$ cat src/rtl/sram_rr_arbiter.sv
// sram_rr_arbiter: round-robin arbiter that funnels N memory clients onto one
// SRAM-like bus port. It handles one transaction at a time. Byte strobes are
// translated into a bus size and a low address.
module sram_rr_arbiter #(
    parameter int NUM_MASTERS = 2,
    parameter int ADDR_WIDTH  = 32,
    parameter int DATA_WIDTH  = 32
) (
    input  logic                              clk,
    input  logic                              rst,
    input  logic [NUM_MASTERS-1:0]            m_req,
    input  logic [4*NUM_MASTERS-1:0]          m_wstrb,
    input  logic [ADDR_WIDTH*NUM_MASTERS-1:0] m_addr,
    input  logic [DATA_WIDTH*NUM_MASTERS-1:0] m_wdata,
    output logic [NUM_MASTERS-1:0]            m_done,
    output logic [NUM_MASTERS-1:0]            m_err,
    output logic [DATA_WIDTH-1:0]             m_rdata,
    output logic [NUM_MASTERS-1:0]            grant,
    output logic                              s_req,
    output logic                              s_wr,
    output logic [1:0]                        s_size,
    output logic [ADDR_WIDTH-1:0]             s_addr,
    output logic [DATA_WIDTH-1:0]             s_wdata,
    input  logic                              s_addr_ok,
    input  logic                              s_data_ok,
    input  logic [DATA_WIDTH-1:0]             s_rdata
);

    localparam int PTR_W = $clog2(NUM_MASTERS);

    typedef enum logic [1:0] {IDLE, ADDR, DATA, ERR} state_t;

    // Strobe pattern to {legal, size[1:0], low address[1:0]}; reads keep the address as given
    function automatic logic [4:0] decode_strobe(input logic [3:0] strb, input logic [1:0] lo_in);
        case (strb)
            4'b0000: return {1'b1, 2'b10, lo_in};
            4'b0001: return 5'b1_00_00;
            4'b0010: return 5'b1_00_01;
            4'b0100: return 5'b1_00_10;
            4'b1000: return 5'b1_00_11;
            4'b0011: return 5'b1_01_00;
            4'b1100: return 5'b1_01_10;
            4'b1111: return 5'b1_10_00;
            default: return 5'b0_00_00;
        endcase
    endfunction

    state_t                  state_q, state_d;
    logic [NUM_MASTERS-1:0]  grant_q, grant_d;
    logic [PTR_W-1:0]        gidx_q, gidx_d;
    logic [PTR_W-1:0]        rr_q, rr_d;
    logic                    s_req_q, s_req_d;
    logic [3:0]              strb_q, strb_d;
    logic [ADDR_WIDTH-3:0]   addr_hi_q, addr_hi_d;
    logic [1:0]              lo_q, lo_d;
    logic [1:0]              size_q, size_d;
    logic [DATA_WIDTH-1:0]   wdata_q, wdata_d;
    logic [NUM_MASTERS-1:0]  m_done_q, m_done_d;
    logic [NUM_MASTERS-1:0]  m_err_q, m_err_d;
    logic [DATA_WIDTH-1:0]   rdata_q, rdata_d;

    logic [NUM_MASTERS-1:0]  eff_req;
    logic                    found;
    logic [PTR_W-1:0]        cand;
    logic [PTR_W-1:0]        pick_ptr;
    logic [3:0]              pick_strb;
    logic [1:0]              pick_lo;
    logic [4:0]              pick_dec;
    logic [PTR_W-1:0]        next_ptr;

    // A master whose done pulse is showing is masked so it is not re-granted before it drops m_req
    assign eff_req = m_req & ~m_done_q;

    // Cyclic search for the first eligible requester at or after the round-robin pointer
    always_comb begin
        found    = 1'b0;
        cand     = '0;
        pick_ptr = '0;
        for (int i = 0; i < NUM_MASTERS; i++) begin
            cand = PTR_W'((int'(rr_q) + i) % NUM_MASTERS);
            if (!found && eff_req[cand]) begin
                found    = 1'b1;
                pick_ptr = cand;
            end
        end
        pick_strb = m_wstrb[int'(pick_ptr)*4 +: 4];
        pick_lo   = m_addr[int'(pick_ptr)*ADDR_WIDTH +: 2];
        pick_dec  = decode_strobe(pick_strb, pick_lo);
        next_ptr  = (gidx_q == PTR_W'(NUM_MASTERS - 1)) ? '0 : gidx_q + 1'b1;
    end

    // Next-state and next-output logic for the IDLE/ADDR/DATA/ERR transaction sequencer
    always_comb begin
        state_d   = state_q;
        grant_d   = grant_q;
        gidx_d    = gidx_q;
        rr_d      = rr_q;
        s_req_d   = s_req_q;
        strb_d    = strb_q;
        addr_hi_d = addr_hi_q;
        lo_d      = lo_q;
        size_d    = size_q;
        wdata_d   = wdata_q;
        m_done_d  = '0;
        m_err_d   = '0;
        rdata_d   = rdata_q;
        case (state_q)
            IDLE: begin
                if (found) begin
                    gidx_d            = pick_ptr;
                    grant_d           = '0;
                    grant_d[pick_ptr] = 1'b1;
                    strb_d            = pick_strb;
                    addr_hi_d         = m_addr[int'(pick_ptr)*ADDR_WIDTH + 2 +: ADDR_WIDTH-2];
                    wdata_d           = m_wdata[int'(pick_ptr)*DATA_WIDTH +: DATA_WIDTH];
                    size_d            = pick_dec[3:2];
                    lo_d              = pick_dec[1:0];
                    if (pick_dec[4]) begin
                        state_d = ADDR;
                        s_req_d = 1'b1;
                    end else begin
                        state_d            = ERR;
                        m_done_d[pick_ptr] = 1'b1;
                        m_err_d[pick_ptr]  = 1'b1;
                    end
                end
            end
            ADDR: begin
                if (s_addr_ok) begin
                    s_req_d = 1'b0;
                    if (s_data_ok) begin
                        m_done_d = grant_q;
                        rdata_d  = (|strb_q) ? wdata_q : s_rdata;
                        grant_d  = '0;
                        rr_d     = next_ptr;
                        state_d  = IDLE;
                    end else begin
                        state_d = DATA;
                    end
                end
            end
            DATA: begin
                if (s_data_ok) begin
                    m_done_d = grant_q;
                    rdata_d  = (|strb_q) ? wdata_q : s_rdata;
                    grant_d  = '0;
                    rr_d     = next_ptr;
                    state_d  = IDLE;
                end
            end
            ERR: begin
                grant_d = '0;
                rr_d    = next_ptr;
                state_d = IDLE;
            end
            default: begin
                state_d = IDLE;
                grant_d = '0;
                s_req_d = 1'b0;
            end
        endcase
    end

    // State and output registers; reset drops any transaction and returns to IDLE at once
    always_ff @(posedge clk or negedge rst) begin
        if (!rst) begin
            state_q   <= IDLE;
            grant_q   <= '0;
            gidx_q    <= '0;
            rr_q      <= '0;
            s_req_q   <= 1'b0;
            strb_q    <= '0;
            addr_hi_q <= '0;
            lo_q      <= '0;
            size_q    <= '0;
            wdata_q   <= '0;
            m_done_q  <= '0;
            m_err_q   <= '0;
            rdata_q   <= '0;
        end else begin
            state_q   <= state_d;
            grant_q   <= grant_d;
            gidx_q    <= gidx_d;
            rr_q      <= rr_d;
            s_req_q   <= s_req_d;
            strb_q    <= strb_d;
            addr_hi_q <= addr_hi_d;
            lo_q      <= lo_d;
            size_q    <= size_d;
            wdata_q   <= wdata_d;
            m_done_q  <= m_done_d;
            m_err_q   <= m_err_d;
            rdata_q   <= rdata_d;
        end
    end

    assign grant   = grant_q;
    assign m_done  = m_done_q;
    assign m_err   = m_err_q;
    assign m_rdata = rdata_q;
    assign s_req   = s_req_q;
    assign s_wr    = |strb_q;
    assign s_size  = size_q;
    assign s_addr  = {addr_hi_q, lo_q};
    assign s_wdata = wdata_q;

endmodule

$ cat config.mk
export PLATFORM = sky130hd
export DESIGN_NAME = sram_rr_arbiter
export DESIGN_NICKNAME = d
export VERILOG_FILES = /design/src/rtl/sram_rr_arbiter.sv
export SDC_FILE = /design/constraint.sdc
export NUM_CORES = 1
export LEC_CHECK = 0
export CAP_MARGIN = 20
export CELL_PAD_IN_SITES_DETAIL_PLACEMENT = 0
export CELL_PAD_IN_SITES_GLOBAL_PLACEMENT = 1
export CORE_MARGIN = 1.5
export CORE_UTILIZATION = 26
export CTS_CLUSTER_SIZE = 28
export DETAILED_ROUTE_END_ITERATION = 6
export MAX_ROUTING_LAYER = met4
export PLACE_DENSITY = 0.76
export SKIP_LAST_GASP = 1
export SLEW_MARGIN = 20
export SYNTH_ARGS = -nofsm -noshare
export SYNTH_HDL_FRONTEND = slang
export SYNTH_SLANG_ARGS = --single-unit
$ cat constraint.sdc
create_clock -name clk -period 1.6 [get_ports clk]
set_input_delay 0.24 -clock clk [delete_from_list [all_inputs] [get_ports clk]]
set_output_delay 0.24 -clock clk [all_outputs]
set_load 0.1 [all_outputs]
==> Implementation_results.wiki, run 1 <==
{| class="wikitable"
! Metric !! Value
|-
| Result of the run || finished, violations left
|-
| Failing checks || negative setup slack
|-
| Buffer cell driving the clock tree root || sky130_fd_sc_hd__clkbuf_16
|-
| CTS tree || built
|-
| Number of vias after detailed routing || 6316
|-
| Overall overflow remaining after global route || 0
|-
| Post-route setup TNS || -11630 ps
|-
| Synthesized netlist cell count || 600
|-
| Port bufs || approximately 280
|-
| Die H || 147 um
|-
| Kind of path behind the tightest hold check || input port to async pin
|-
| Synth Net Count || 779
|-
| # Max-Cap Violations || 0
|-
| Critical path startpoint category || register
|-
| Instance count after placement with tap cells included || approximately 1200
|-
| Avg Cell Area, Syn || 9.00 um^2
|-
| Slew Limit Headroom || 0.633
|-
| Post-place setup slack || -444 ps
|-
| Routed wire length || 26500 um
|-
| Number of global-route vias before repair || 6627
|-
| Growth of design area from synthesis to finish || 145%
|-
| Number of flops mapped to enable cells by yosys || 0
|-
| Number of warnings issued by yosys || 0
|-
| Global routing usage summed across all routing layers || 0.241
|-
| Top cells by area in the synthesized netlist || sky130_fd_sc_hd__dfrtp_1 (52%), sky130_fd_sc_hd__nand2_1 (12%), sky130_fd_sc_hd__a31oi_1 (8.0%)
|-
| H-Tree Depth || 4
|-
| Number of cells in the finished layout apart from fillers || 1291
|-
| Final max-slew violation count || 0
|-
| Sum of met3 wire segment lengths after detailed routing || 1480 um
|-
| Initial Utilization || 0.266
|-
| Sequential fraction of the synthesis area || 0.524
|-
| Post-route met1 wirelength || 10600 um
|-
| Layout cells sized above 1 || 0.474
|-
| Worst skew pair latency || 410 ps
|-
| Most common cell after layout, fill and taps aside || sky130_fd_sc_hd__clkdlybuf4s50_1
|-
| Top cell type's share of synthesized area || 0.524
|-
| Clock transition at the register clock pins on the worst setup and hold paths after CTS || 60 ps
|-
| Maximum achievable frequency || 0.539 GHz
|-
| Slowest cell on the critical path || sky130_fd_sc_hd__dfrtp_4
|-
| Post-route ant nets || 0
|-
| Cell accounting for the most synthesized area || sky130_fd_sc_hd__dfrtp_1
|-
| Final worst setup slack || -256 ps
|-
| Met2 routed wirelength || 13700 um
|-
| Total DRC errors in the routed layout || 0
|-
| Setup repair after global routing missed its margin || true
|-
| Drt pass-1 iters || 4
|-
| Cell Area, Synth || 5400 um^2
|-
| Critical Path AT || roughly 2100 ps
|-
| Nets || about 1200
|-
| Share of async-settable or async-resettable flops after synthesis || 1.00
|-
| Fin crit share || 1.16
|-
| Delay of the slowest cell on the worst path || 480 ps
|-
| Commonest cells after routing, fill and taps aside || sky130_fd_sc_hd__clkdlybuf4s50_1 (172), sky130_fd_sc_hd__buf_12 (151), sky130_fd_sc_hd__dfrtp_1 (111)
|-
| Global placement routability congestion || 0.794
|-
| Number of sinks on the clock net || around 110
|-
| Unique cell type count in the Yosys netlist || 45
|-
| Slew of the pin with the lowest slew margin || 551 ps
|-
| Routed wire per std cell || 20.5 um
|-
| Cell breakdown of the critical path || or3b_4 -> a2111oi_4 -> nor4b_1 -> or3b_1
|-
| Worst setup path class || register to register
|-
| Number of storage elements in the synthesis netlist || 113
|-
| CP Capture Type || register
|-
| Starting DRT DRC Count || 249
|-
| Overall die area || 21600 um^2
|-
| Mean number of vias per cell || 4.89
|-
| Post-route minimum period || 1860 ps
|-
| TritonCTS Buffers || 17
|-
| Highest routed metal layer || met4
|-
| Detailed placer's ending HPWL || ~15000 um
|-
| Most used DFF post-synth || sky130_fd_sc_hd__dfrtp_1
|-
| Std cell rows || 52
|-
| Ports || 280
|-
| CTS Buffer Depth || 2
|-
| Layout Utilization || 0.652
|-
| Number of endpoints failing setup at the final stage || 95
|-
| Fin. Hold Viols || 0
|-
| Die width || between 100 and 150 um
|-
| Worst path required time || 1880 ps
|-
| Wire length of the first global-routing pass || approximately 38000 um
|-
| Pin count of the biggest net entering global routing || 34
|-
| Worst clock skew || 12.6 ps
|-
| Core area || 20300 um^2
|-
| Number of antenna violations at the first check in global routing || 1
|-
| Highest net fanout along the worst path || 5
|}
cells in the mapped netlist, types with 2 or more instances:
cell type                  instances
sky130_fd_sc_hd__o31ai_1           3
sky130_fd_sc_hd__dfrtp_1         113
sky130_fd_sc_hd__o21ai_0          31
sky130_fd_sc_hd__nand2b_1          2
sky130_fd_sc_hd__inv_1             5
sky130_fd_sc_hd__mux2i_1          32
sky130_fd_sc_hd__nor2b_1           3
sky130_fd_sc_hd__mux2_2            2
sky130_fd_sc_hd__o311ai_0          4
sky130_fd_sc_hd__buf_2            19
sky130_fd_sc_hd__a31oi_1          69
sky130_fd_sc_hd__or2b_2            2
sky130_fd_sc_hd__a21oi_1           2
sky130_fd_sc_hd__a32oi_1           2
sky130_fd_sc_hd__a211oi_1          4
sky130_fd_sc_hd__and3_1            5
sky130_fd_sc_hd__o21ai_1           6
sky130_fd_sc_hd__a311oi_1          3
sky130_fd_sc_hd__nand2_1         167
sky130_fd_sc_hd__ha_1              5
sky130_fd_sc_hd__and4_1            2
sky130_fd_sc_hd__clkbuf_1         10
sky130_fd_sc_hd__nor2_1           78
sky130_fd_sc_hd__buf_1            10
flip-flops by register name, indices dropped and copies added (netlist names):
name and flops:
addr_hi_q 30, m_rdata 32, strb_q 4, rr_q 1
state_q 2, m_err 2, grant 2, s_req 1
s_size 2, s_wdata 32, gidx_q 1, lo_q 2
m_done 2
kinds of logic (layout without fill, tap and decap cells):
kind of cell    Yosys count  count (layout)  share of synthesized area
mux                      34              34                     0.0635
compound gates          132             132                      0.156
simple gates            271             272                      0.209
flops                   113             113                      0.524
other cells               0               1                          0
buf+inv                  45             464                     0.0359
fa+ha+maj                 5               5                     0.0116
layout make-up:
cell class | count | area [um^2]
inverter | 5 | 22.5
tap | 270 | 338
antenna | 1 | 2.50
clock inverter | 13 | 161
timing repair buffer | 427 | 6110
fill | 1514 | 7060
sequential | 113 | 2840
clock buffer | 19 | 443
multi-input combinational | 443 | 3330
layer usage:
| layer | vias to the layer above | global-route usage |
|---|---|---|
| li1 | 2914 | - |
| met1 | 3129 | 0.282 |
| met2 | 234 | 0.408 |
| met3 | 39 | 0.0556 |
| met4 | 0 | 0.0810 |
| met5 | - | - |
stage by stage:
stage / area [um^2] / hold WS (ps)
2_1_floorplan: 5490 / -55.6
3_3_place_gp: 10100 / 236
3_5_place_dp: 10100 / 247
4_1_cts: 12600 / 352
5_1_grt: 13200 / 374
6_report: 13200 / 345
repair_timing:
item | in CTS | in global routing
endpoints found under the setup margin | 112 | 112
gates resized for setup | 147 | 204
endpoints found under the hold margin | 26 | 0
setup buffers | 53 | 20
hold buffers | 1 | 0
gates cloned | 33 | 8
pin swaps | 54 | 125
worst paths after layout:
kind,from,to,slack [ps],depth (start not counted)
max,m_done[0],s_req,-260,4
min,rst,m_rdata[12],340,2
max reg2reg,m_done[0],s_req,-260,4
min reg2reg,gidx_q,rr_q,490,1
max in group asynchronous,rst,s_wdata[23],670,3
min in group clk,m_addr[51],addr_hi_q[17],380,3
worst max-delay path: cells and delay by family, from the launching register on:
| family | cells | cell delay [ps] |
|---|---|---|
| simple gates | 3 | 900 |
| flops | 1 | 480 |
| compound gates | 1 | 350 |
Power of run 1 is left out: the tool's default activity adds up to more than one toggle a clock period on the data nets, which glitch-free logic cannot reach.
==> run 2, diff against run 1 <==
Settings changed: CTS_CLUSTER_SIZE 28 to 14, RECOVER_POWER set to 50.
==> Implementation_results.wiki, run 2 (synthesis results as in run 1) <==
{| class="wikitable"
! Metric !! Value
|-
| Result of the run || finished, violations left
|-
| Failing checks || negative setup slack
|-
| Highest net fanout along the worst path || 5 (unchanged)
|-
| Std cell rows || 52 (unchanged)
|-
| Post-route met1 wirelength || 10600 um (about the same)
|-
| Cell count of the worst hold path || 3
|-
| Kind of path behind the tightest hold check || input port to register
|-
| Nets || 1186 (unchanged)
|-
| Critical path startpoint category || register
|-
| Slowest cell on the critical path || sky130_fd_sc_hd__dfrtp_4
|-
| Delay of the slowest cell on the worst path || 480 ps (about the same)
|-
| Most common cell after layout, fill and taps aside || sky130_fd_sc_hd__clkdlybuf4s50_1
|-
| Routed wire per std cell || 20.5 um (about the same)
|-
| Die width || 147 um (unchanged)
|-
| Number of endpoints failing setup at the final stage || 95 (unchanged)
|-
| Routed wire length || 26500 um (about the same)
|-
| CTS tree || built
|-
| Number of sinks on the clock net || 113 (unchanged)
|-
| Post-route setup TNS || -11660 ps (-29.1 ps)
|-
| TritonCTS Buffers || 17 (unchanged)
|-
| H-Tree Depth || 4 (unchanged)
|-
| Critical Path AT || 2140 ps (about the same)
|-
| Buffer cell driving the clock tree root || sky130_fd_sc_hd__clkbuf_16
|-
| Fin crit share || 1.16 (about the same)
|-
| Startpoint of the lowest-slack register-to-register path || m_done[0]
|-
| # Max-Cap Violations || 0 (unchanged)
|-
| Post-route ant nets || 0 (unchanged)
|-
| Highest routed metal layer || met4
|-
| Clock transition at the register clock pins on the worst setup and hold paths after CTS || 60 ps (about the same)
|-
| CP bufs+invs || 0 (unchanged)
|-
| Port bufs || 279 (unchanged)
|-
| Number of vias after detailed routing || 6305 (-0.17%)
|-
| Final max-slew violation count || 0 (unchanged)
|-
| Sequential cell area in the final layout || 2840 um^2 (unchanged)
|-
| End of the worst hold path || addr_hi_q[17]
|-
| Stages on worst setup path || 4 (unchanged)
|-
| Global routing usage summed across all routing layers || 0.241 (unchanged)
|-
| Worst path required time || 1880 ps (about the same)
|-
| Starting DRT DRC Count || 247 (-0.80%)
|-
| Drt pass-1 iters || 4 (unchanged)
|-
| Worst setup path class || register to register
|-
| Sum of met3 wire segment lengths after detailed routing || 1530 um (+4.0%)
|-
| Worst clock skew || 12.0 ps (-0.567 ps)
|-
| Detailed placer's ending HPWL || 14600 um (unchanged)
|-
| Worst skew pair latency || 410 ps (about the same)
|-
| Slew of the pin with the lowest slew margin || 1010 ps (+454 ps)
|-
| Overall overflow remaining after global route || 0 (unchanged)
|-
| Number of global-route vias before repair || 6627 (unchanged)
|-
| Worst hold start || m_addr[51]
|-
| Slew Limit Headroom || 0.330 (-0.303)
|-
| Met2 routed wirelength || 13700 um (-0.21%)
|-
| CP Capture Type || register
|-
| Die H || 147 um (unchanged)
|-
| Overall die area || 21600 um^2 (unchanged)
|-
| CTS Buffer Depth || 2 (unchanged)
|-
| Wire length of the first global-routing pass || 38300 um (unchanged)
|-
| Layout cells sized above 1 || 0.474 (unchanged)
|-
| Commonest cells after routing, fill and taps aside || sky130_fd_sc_hd__clkdlybuf4s50_1 (172), sky130_fd_sc_hd__buf_12 (149), sky130_fd_sc_hd__dfrtp_1 (111)
|-
| Critical register-to-register path endpoint || s_req
|-
| Setup slack, reg-to-reg || -260 ps (about the same)
|-
| Global placement routability congestion || 0.794 (unchanged)
|-
| Core area || 20300 um^2 (unchanged)
|-
| Gate family responsible for the most delay along the worst path || simple AND/OR/NAND/NOR gates
|-
| Reg2reg path depth || 4 (unchanged)
|-
| Total DRC errors in the routed layout || 0 (unchanged)
|-
| Ports || 280 (unchanged)
|-
| Number of antenna violations at the first check in global routing || 1 (unchanged)
|-
| Maximum achievable frequency || 0.539 GHz (about the same)
|-
| Growth of design area from synthesis to finish || 145%
|-
| Initial Utilization || 0.266 (unchanged)
|-
| Filler instances || 1522 (+0.53%)
|-
| Post-route minimum period || 1860 ps (+0.263 ps)
|-
| Cell breakdown of the critical path || or3b_4 -> a2111oi_4 -> nor4b_1 -> or3b_1
|-
| Final worst setup slack || -257 ps (-0.263 ps)
|-
| Mean number of vias per cell || 4.88 (-0.17%)
|-
| Pin count of the biggest net entering global routing || 34 (unchanged)
|-
| Setup repair after global routing missed its margin || true
|-
| Fin. Hold Viols || 0 (unchanged)
|-
| Area used by multi-input combinational logic || 3330 um^2 (unchanged)
|}
==> run 2: area by class of cell <==
class,instances,share of cell area
multi-input cells,443,0.252
well taps,270,0.0256
inverters,5,0.00171
diodes,1,0.000190
clock inverters,13,0.0122
flip-flops and latches,113,0.215
repair buffers,427,0.460
clock buffers,19,0.0335
==> run 2: how the worst max path moves through the flow <==
stage,end,startpoint
CTS,s_wr,strb_q[2]
floorplan,s_req,m_done[0]
detailed placement,s_req,m_req[0]
global route,s_wr,strb_q[1]
global placement,s_req,m_req[0]
finish,s_req,m_done[0]
==> run 2: what timing repair did <==
| item | 4_1_cts | 5_1_grt |
|---|---|---|
| pin swaps | 54 | 125 |
| gates resized for setup | 147 | 204 |
| gates cloned | 33 | 8 |
| setup endpoints to repair | 112 | 112 |
| hold endpoints to repair | 26 | 0 |
| hold buffers | 1 | 0 |
| buffers inserted | 53 | 20 |
==> run 2: stage by stage <==
stage	instances	area (um^2)	utilization	setup slack (ps)	hold slack [ps]
6_report	1291	13200	0.650	-257	379
5_1_grt	1291	13200	0.650	-304	374
4_1_cts	1286	12600	0.622	-235	352
3_5_place_dp	1169	10100	0.499	-444	247
3_3_place_gp	1169	10100	0.499	-403	236
2_1_floorplan	600	5490	-	-319	-55.6
==> run 2: tightest hold or removal path, delay by kind of cell <==
| kind | cells | cell delay, ps |
|---|---|---|
| AND/OR/NAND/NOR | 1 | 50 |
| AO/OA/AOI/OAI | 1 | 60 |
| buffers and inverters | 1 | 390 |
==> run 2: metal layers <==
layer / GRT usage / vias up
met5: - / -
li1: - / 2915
met1: 0.282 / 3115
met4: 0.0810 / 0
met2: 0.408 / 236
met3: 0.0556 / 39
Power of run 2 is left out for the same reason.
